**config.mk**
```make
export PLATFORM = sky130hd
export DESIGN_NAME = vga_bounce_box_control_flat
export DESIGN_NICKNAME = d
export VERILOG_FILES = /design/src/rtl/vga_bounce_box_control_pkg.sv /design/src/rtl/vga_bounce_box_control_if.sv /design/src/rtl/vga_bounce_box_control_axis.sv /design/src/rtl/vga_bounce_box_control.sv /design/src/flat_wrapper.sv
export SDC_FILE = /design/constraint.sdc
export NUM_CORES = 1
export LEC_CHECK = 0
export ABC_CLOCK_PERIOD_IN_PS = 3200
export CORE_AREA = 3 3 86 88
export DETAILED_ROUTE_END_ITERATION = 16
export DIE_AREA = 0 0 89 91
export PLACE_DENSITY = 0.67
export RECOVER_POWER = 100
export SLEW_MARGIN = 10
export SYNTH_ARGS = -nofsm -noshare
export SYNTH_HDL_FRONTEND = slang
export SYNTH_SLANG_ARGS = --single-unit
```
**constraint.sdc**
```tcl
create_clock -name CLK -period 3.2 [get_ports CLK]
set_input_delay 0.64 -clock CLK [delete_from_list [all_inputs] [get_ports CLK]]
set_output_delay 0.64 -clock CLK [all_outputs]
set_load 0.01 [all_outputs]
```
**src/rtl/vga_bounce_box_control_pkg.sv**
```systemverilog
// Shared constants and types for the bouncing-box pixel-colour stage.
// Holds screen geometry, box motion parameters, colour codes and FSM states.
package vga_bounce_box_control_pkg;

  localparam int unsigned ADDR_W   = 11;
  localparam int unsigned H_ACT    = 800;
  localparam int unsigned V_ACT    = 600;
  localparam int unsigned BOX_SIZE = 64;
  localparam int unsigned SPEED    = 2;
  localparam int unsigned BORDER   = 4;
  localparam int unsigned X_LIMIT  = H_ACT - BOX_SIZE;
  localparam int unsigned Y_LIMIT  = V_ACT - BOX_SIZE;

  typedef logic [ADDR_W-1:0] addr_t;

  // One bit per colour channel, ordered R,G,B
  typedef struct packed {
    logic r;
    logic g;
    logic b;
  } rgb_t;

  localparam rgb_t COL_BLACK = rgb_t'(3'b000);
  localparam rgb_t COL_RED   = rgb_t'(3'b100);
  localparam rgb_t COL_GREEN = rgb_t'(3'b010);
  localparam rgb_t COL_BLUE  = rgb_t'(3'b001);

  typedef enum logic [1:0] {
    ST_WAIT = 2'd0,
    ST_DRAW = 2'd1,
    ST_UPD  = 2'd2
  } state_e;

  localparam logic DIR_POS = 1'b0;
  localparam logic DIR_NEG = 1'b1;

endpackage

```
**src/rtl/vga_bounce_box_control_if.sv**
```systemverilog
// Pixel bus between the VGA timing block and the colour stage.
//  master: timing side, drives active flag and pixel address, receives colour.
//  slave : colour stage, receives address, drives registered RGB and frame pulse.
interface vga_bounce_box_control_if;
  import vga_bounce_box_control_pkg::*;

  logic  Ready_Sig;
  addr_t Column_Addr_Sig;
  addr_t Row_Addr_Sig;
  logic  Red_Sig;
  logic  Green_Sig;
  logic  Blue_Sig;
  logic  Frame_Done_Sig;

  modport master (
    output Ready_Sig, Column_Addr_Sig, Row_Addr_Sig,
    input  Red_Sig, Green_Sig, Blue_Sig, Frame_Done_Sig
  );

  modport slave (
    input  Ready_Sig, Column_Addr_Sig, Row_Addr_Sig,
    output Red_Sig, Green_Sig, Blue_Sig, Frame_Done_Sig
  );
endinterface

```
**src/rtl/vga_bounce_box_control_axis.sv**
```systemverilog
// One axis of box motion: position bounces between 0 and LIMIT by SPEED per step.
//  CLK/RST : clock, async active-high reset (pos=0, dir=+)
//  step    : advance one position update this cycle
//  pos     : current position, always within 0..LIMIT
//  dir     : current direction (0 = +, 1 = -)
module bounce_axis
  import vga_bounce_box_control_pkg::*;
#(
  parameter int unsigned LIMIT = 736,
  parameter int unsigned SPEED = 2
) (
  input  logic              CLK,
  input  logic              RST,
  input  logic              step,
  output logic [ADDR_W-1:0] pos,
  output logic              dir
);

  // Thresholds are precomputed so no compare ever sees a negative intermediate
  localparam logic [ADDR_W-1:0] LIM     = ADDR_W'(LIMIT);
  localparam logic [ADDR_W-1:0] SPD     = ADDR_W'(SPEED);
  localparam logic [ADDR_W-1:0] LIM_SPD = ADDR_W'(LIMIT - SPEED);

  logic [ADDR_W-1:0] pos_q, pos_d;
  logic              dir_q, dir_d;

  // Next position: clamp and reverse in the same update
  always_comb begin
    pos_d = pos_q;
    dir_d = dir_q;
    if (step) begin
      if (dir_q == DIR_POS) begin
        if (pos_q >= LIM_SPD) begin
          pos_d = LIM;
          dir_d = DIR_NEG;
        end else begin
          pos_d = pos_q + SPD;
        end
      end else begin
        if (pos_q <= SPD) begin
          pos_d = '0;
          dir_d = DIR_POS;
        end else begin
          pos_d = pos_q - SPD;
        end
      end
    end
  end

  always_ff @(posedge CLK or posedge RST) begin
    if (RST) begin
      pos_q <= '0;
      dir_q <= DIR_POS;
    end else begin
      pos_q <= pos_d;
      dir_q <= dir_d;
    end
  end

  assign pos = pos_q;
  assign dir = dir_q;

endmodule

```
**src/rtl/vga_bounce_box_control.sv**
```systemverilog
// Pixel-colour stage: red frame border, green bouncing box, blue background.
//  CLK/RST : pixel clock, async active-high reset
//  vga     : slave side of the pixel bus (active flag + x/y in; registered RGB
//            and a one-cycle frame-done pulse out)
// The box moves once per frame, only in the cycle after the last active pixel.
module vga_bounce_box_control
  import vga_bounce_box_control_pkg::*;
(
  input  logic                           CLK,
  input  logic                           RST,
  vga_bounce_box_control_if.slave        vga
);

  state_e state_q, state_d;
  rgb_t   colour_q, colour_d;
  logic   frame_done_q;
  logic   frame_end_c, step_c, in_border_c, in_box_c;
  addr_t  box_x, box_y;
  logic   dir_x, dir_y;
  logic   unused_dir_c;

  assign frame_end_c = vga.Ready_Sig
                     && (vga.Column_Addr_Sig == ADDR_W'(H_ACT - 1))
                     && (vga.Row_Addr_Sig    == ADDR_W'(V_ACT - 1));

  // Box motion, one instance per axis
  bounce_axis #(.LIMIT(X_LIMIT), .SPEED(SPEED)) u_axis_x (
    .CLK (CLK), .RST (RST), .step (step_c), .pos (box_x), .dir (dir_x)
  );

  bounce_axis #(.LIMIT(Y_LIMIT), .SPEED(SPEED)) u_axis_y (
    .CLK (CLK), .RST (RST), .step (step_c), .pos (box_y), .dir (dir_y)
  );

  // Directions only matter inside the axis blocks
  assign unused_dir_c = dir_x ^ dir_y;

  // WAIT skips the first frame end so the first move lands at the end of frame 2
  always_comb begin
    state_d = state_q;
    step_c  = 1'b0;
    case (state_q)
      ST_WAIT: if (frame_end_c) state_d = ST_DRAW;
      ST_DRAW: if (frame_end_c) state_d = ST_UPD;
      ST_UPD: begin
        step_c  = 1'b1;
        state_d = ST_DRAW;
      end
      default: state_d = ST_WAIT;
    endcase
  end

  // Region decode; box + size reaches at most 800/600, which fits 11 bits
  assign in_border_c = (vga.Column_Addr_Sig <  ADDR_W'(BORDER))
                    || (vga.Column_Addr_Sig >= ADDR_W'(H_ACT - BORDER))
                    || (vga.Row_Addr_Sig    <  ADDR_W'(BORDER))
                    || (vga.Row_Addr_Sig    >= ADDR_W'(V_ACT - BORDER));

  assign in_box_c = (vga.Column_Addr_Sig >= box_x)
                 && (vga.Column_Addr_Sig <  box_x + ADDR_W'(BOX_SIZE))
                 && (vga.Row_Addr_Sig    >= box_y)
                 && (vga.Row_Addr_Sig    <  box_y + ADDR_W'(BOX_SIZE));

  // Colour priority: blank, border, box, background
  always_comb begin
    colour_d = COL_BLUE;
    if (!vga.Ready_Sig)    colour_d = COL_BLACK;
    else if (in_border_c)  colour_d = COL_RED;
    else if (in_box_c)     colour_d = COL_GREEN;
  end

  always_ff @(posedge CLK or posedge RST) begin
    if (RST) begin
      state_q      <= ST_WAIT;
      colour_q     <= COL_BLACK;
      frame_done_q <= 1'b0;
    end else begin
      state_q      <= state_d;
      colour_q     <= colour_d;
      frame_done_q <= frame_end_c;
    end
  end

  assign vga.Red_Sig        = colour_q.r;
  assign vga.Green_Sig      = colour_q.g;
  assign vga.Blue_Sig       = colour_q.b;
  assign vga.Frame_Done_Sig = frame_done_q;

endmodule
```
**src/flat_wrapper.sv**
```systemverilog
// flat-port wrapper written by rule: the top's interface ports become plain ports
module vga_bounce_box_control_flat import vga_bounce_box_control_pkg::*;
  (CLK, RST, vga_Ready_Sig, vga_Column_Addr_Sig, vga_Row_Addr_Sig, vga_Red_Sig, vga_Green_Sig, vga_Blue_Sig, vga_Frame_Done_Sig);
  vga_bounce_box_control_if vga_i ();
  input  logic CLK;
  input  logic RST;
  input wire logic [$bits(vga_i.Ready_Sig)-1:0] vga_Ready_Sig;
  input wire logic [$bits(vga_i.Column_Addr_Sig)-1:0] vga_Column_Addr_Sig;
  input wire logic [$bits(vga_i.Row_Addr_Sig)-1:0] vga_Row_Addr_Sig;
  output wire logic [$bits(vga_i.Red_Sig)-1:0] vga_Red_Sig;
  output wire logic [$bits(vga_i.Green_Sig)-1:0] vga_Green_Sig;
  output wire logic [$bits(vga_i.Blue_Sig)-1:0] vga_Blue_Sig;
  output wire logic [$bits(vga_i.Frame_Done_Sig)-1:0] vga_Frame_Done_Sig;
  assign vga_i.Ready_Sig = vga_Ready_Sig;
  assign vga_i.Column_Addr_Sig = vga_Column_Addr_Sig;
  assign vga_i.Row_Addr_Sig = vga_Row_Addr_Sig;
  assign vga_Red_Sig = vga_i.Red_Sig;
  assign vga_Green_Sig = vga_i.Green_Sig;
  assign vga_Blue_Sig = vga_i.Blue_Sig;
  assign vga_Frame_Done_Sig = vga_i.Frame_Done_Sig;
  vga_bounce_box_control u_core (.CLK(CLK), .RST(RST), .vga(vga_i));
endmodule
```
==> run metrics <==
status=complete, but fails checks; violations in the final reports=max-capacitance violations, max-slew violations; vias=2795; # IOs=29; hold depth=1; input/output buffers=28; Die Y=91 um; Slew headroom=-0.0575; Final Cycle Share=0.850; H-tree levels=1; FF-to-FF setup slack=0.48 ns; layout cells sized above 1=0.0402; critical-path cell list=ha_1, nand3_1, xnor2_1, ha_1, nand4_1, o21bai_1, o211ai_1, or4_1, o21ba_2; simple-gate share of the synthesized area=0.213; multi-input logic area=2000 um2; die width=89 um; # diodes=0; Max rail drop VDD=0.000147 V; CTS max path bufs=2; die area=8100 um2; CP most frequent cell=ha_1; XOR/XNOR share of the synthesized area=0.0267; Reg area=701 um2; Initial Util=0.440; DRC Markers=0; Compound-Gate Fraction of Synth Area=0.275; Tot GR Track Use=0.210; WL final=8.03 mm; Synth-to-Final Area Change=10.3%; hold-fix buffers at CTS=0; Final Hold Viols=0; yosys warns=0; Req. time, crit path=3.38 ns; Hold Crit Start=u_core.state_q[0]$_DFFE_PP0P_; Main synth FF type=dfrtp_1; unrepaired setup endpoints after global routing=false; Iter 0 DRT Violations=165; FF-to-FF path depth=9; Distinct cells, synth=65; post-synthesis cell area=2960 um2; CP peak stage delay=0.55 ns; CTS sink cnt=28; Hold Path Class=flip-flop to flip-flop; pwr/cell area=214 nW/um2; Root Buffer=clkbuf_8; Setup crit end kind=flip-flop; EDFF count, synth=0; WP buf/inv=0; worst endpoint data arrival time=2.90 ns; Syn Nets=419; synth top area cells=dfrtp_1 (24%), ha_1 (17%), inv_1 (3.6%); syn_area_per_cell=8.35 um2; combinational family with the most area after synthesis=compound AO/OA/AOI/OAI gates; vias in the first global route=2749; fill cell count=661; Clock Skew=0.00553 ns; antenna-violating nets left=0; ys async rst share=1.00; Gates resized, CTS repair=0; CTS Buf Count=3; routed len/inst=17.7 um; Largest delay share family, worst path=simple AND/OR/NAND/NOR gates; Placer Congestion=0.934; crit path max fanout=10; post-CTS setup buffer count=0; Max-Cap Viols=1; mux share of post-synthesis cell area=0.00720; CTS tree=built; Hold Path End=u_core.state_q[0]$_DFFE_PP0P_; GR Overflow Total=0; fin util=0.485; DR vias/cell=6.17; worst r2r dst=u_core.vga.Blue_Sig$_DFF_PP0_; HPWL Detailed=6.17 mm; first-pass GRT wire length=13.7 mm; flops & latches, synth=28; layout net count=439; Synth top area share=0.237; adder-cell share of the synthesized area=0.169; crit start category=flip-flop; Critical R2R Launch=u_core.u_axis_x.pos[6]$_DFFE_PP0P_; initial antenna violation count=0; Final Critical Period=2.72 ns; largest area contributor in the netlist=dfrtp_1; largest net degree at the start of global routing=29; Pleak=0.00130 uW; CORE AREA=6720 um2; # setup viols final=0; Slew Limit Fails=29; critical path class=flip-flop to flip-flop; clk_lat worst skew=0.28 ns; Seq/Total Area, Yosys=0.237; crit path max-delay cell type=dfrtp_1; setup TNS=0 ns; # rows=30; Post-Syn Instances=354; Slew @ Worst Pin=1.59 ns; upper clock frequency limit=368 MHz; 1st-pass router iterations=4; CTS clk-pin slew, worst paths=0.11 ns
[flip-flops by register name, indices dropped and copies added, names as in the netlist]
register and count:
u_core.u_axis_x.pos 10, u_core.u_axis_y.pos 10, u_core.state_q 2, u_core.u_axis_x.dir 1, u_core.u_axis_y.dir 1, u_core.vga.Blue_Sig 1
u_core.vga.Frame_Done_Sig 1, u_core.vga.Green_Sig 1, u_core.vga.Red_Sig 1
[worst register-to-register path: stages, from the launching register on]
cell and delay (ns):
dfrtp_1 0.55, ha_1 0.29, nand3_1 0.12, xnor2_1 0.16
ha_1 0.32, nand4_1 0.14, o21bai_1 0.15, o211ai_1 0.12
or4_1 0.53, o21ba_2 0.23
[stage by stage]
step / hold WS, ns / cell area [um2] / power [uW] / instances / setup slack [ns]
after floorplan: 0.473 / 2960 / 412 / 354 / 0.870
after global placement: 0.494 / 3250 / 470 / 449 / 0.343
after detailed placement: 0.507 / 3250 / 473 / 449 / 0.313
after CTS: 0.520 / 3310 / 711 / 453 / 0.497
after global routing: 0.542 / 3260 / 737 / 453 / 0.270
final: 0.524 / 3260 / 697 / 453 / 0.480
[Yosys cell counts (4+ instances only)]
library cell,n
a211oi_1,7
a21oi_1,16
a31oi_1,4
and3_1,4
clkbuf_1,8
dfrtp_1,28
ha_1,40
inv_1,28
nand2_1,26
nand3_1,14
nand4_1,5
nor2_1,25
nor3_1,9
nor4_1,5
o211ai_1,9
o21ai_0,13
o21ai_1,16
o22ai_1,5
o41ai_1,4
or3_1,5
xnor2_1,9
[logic make-up (layout without fill, tap and decap cells)]
group                    count (synthesis)  after routing
adder cells (fa/ha/maj)                 40             40
buffers and inverters                   44             63
multiplexers                             2              2
XOR/XNOR                                 9              9
AND/OR/NAND/NOR                        117            117
flip-flops                              28             28
AO/OA/AOI/OAI                          114            114
[cell type report]
cell class / count / area share
Inverter: 28 / 0.0322
Sequential cell: 28 / 0.215
Multi-Input combinational cell: 282 / 0.614
Clock buffer: 4 / 0.0169
Tap cell: 80 / 0.0307
Timing Repair Buffer: 31 / 0.0917
[worst max path at each step]
stage	cells after the start	start	slack (ns)	end
after CTS	9	u_core.u_axis_x.pos[6]$_DFFE_PP0P_	0.50	u_core.vga.Blue_Sig$_DFF_PP0_
after floorplan	8	u_core.u_axis_y.pos[8]$_DFFE_PP0P_	0.87	u_core.vga.Blue_Sig$_DFF_PP0_
after global placement	7	vga_Row_Addr_Sig[1]	0.34	u_core.vga.Blue_Sig$_DFF_PP0_
after global routing	6	u_core.u_axis_y.pos[1]$_DFFE_PP0P_	0.27	u_core.u_axis_y.pos[9]$_DFFE_PP0P_
after detailed placement	7	vga_Row_Addr_Sig[1]	0.31	u_core.vga.Blue_Sig$_DFF_PP0_
final	9	u_core.u_axis_x.pos[6]$_DFFE_PP0P_	0.48	u_core.vga.Blue_Sig$_DFF_PP0_
[placed cells by master (no fill, tap or decap), types with 3 or more instances in the layout]
master           count
nor3_1               9
o21a_1               3
or4_1                4
dlygate4sd3_1        6
nand2b_1             3
o22ai_1              5
o41ai_1              4
a31oi_1              4
a211oi_1             7
nor2_1              25
or3_1                5
nor4_1               6
o211ai_1             9
a22oi_1              3
a21oi_1             16
and3_1               4
clkdlybuf4s50_1     22
ha_1                40
o21bai_1             3
nand2_1             26
inv_1               28
xnor2_1              9
a21o_1               3
nand3_1             14
o21ai_0             22
nor4b_1              3
dfrtp_1             28
clkbuf_8             4
o221ai_1             3
o21ai_1              7
nand4_1              5
[routing by layer]
metal / wire length, um / part of all wire / global-route usage / vias to the layer above
li1: - / - / - / 1376
met1: 3630 / 0.45 / 0.303 / 1309
met2: 3860 / 0.48 / 0.337 / 102
met3: 453 / 0.056 / 0.0245 / 8
met4: 87 / 0.011 / 0.0409 / 0
met5: 0 / 0 / 0 / -
[power breakdown]
part           leakage, uW  internal (uW)  switching, uW
combinational     0.000885           54.8           54.9
sequential        0.000389            355          0.267
clock            0.0000288            110            122
Power figures use the tool's default switching activity.
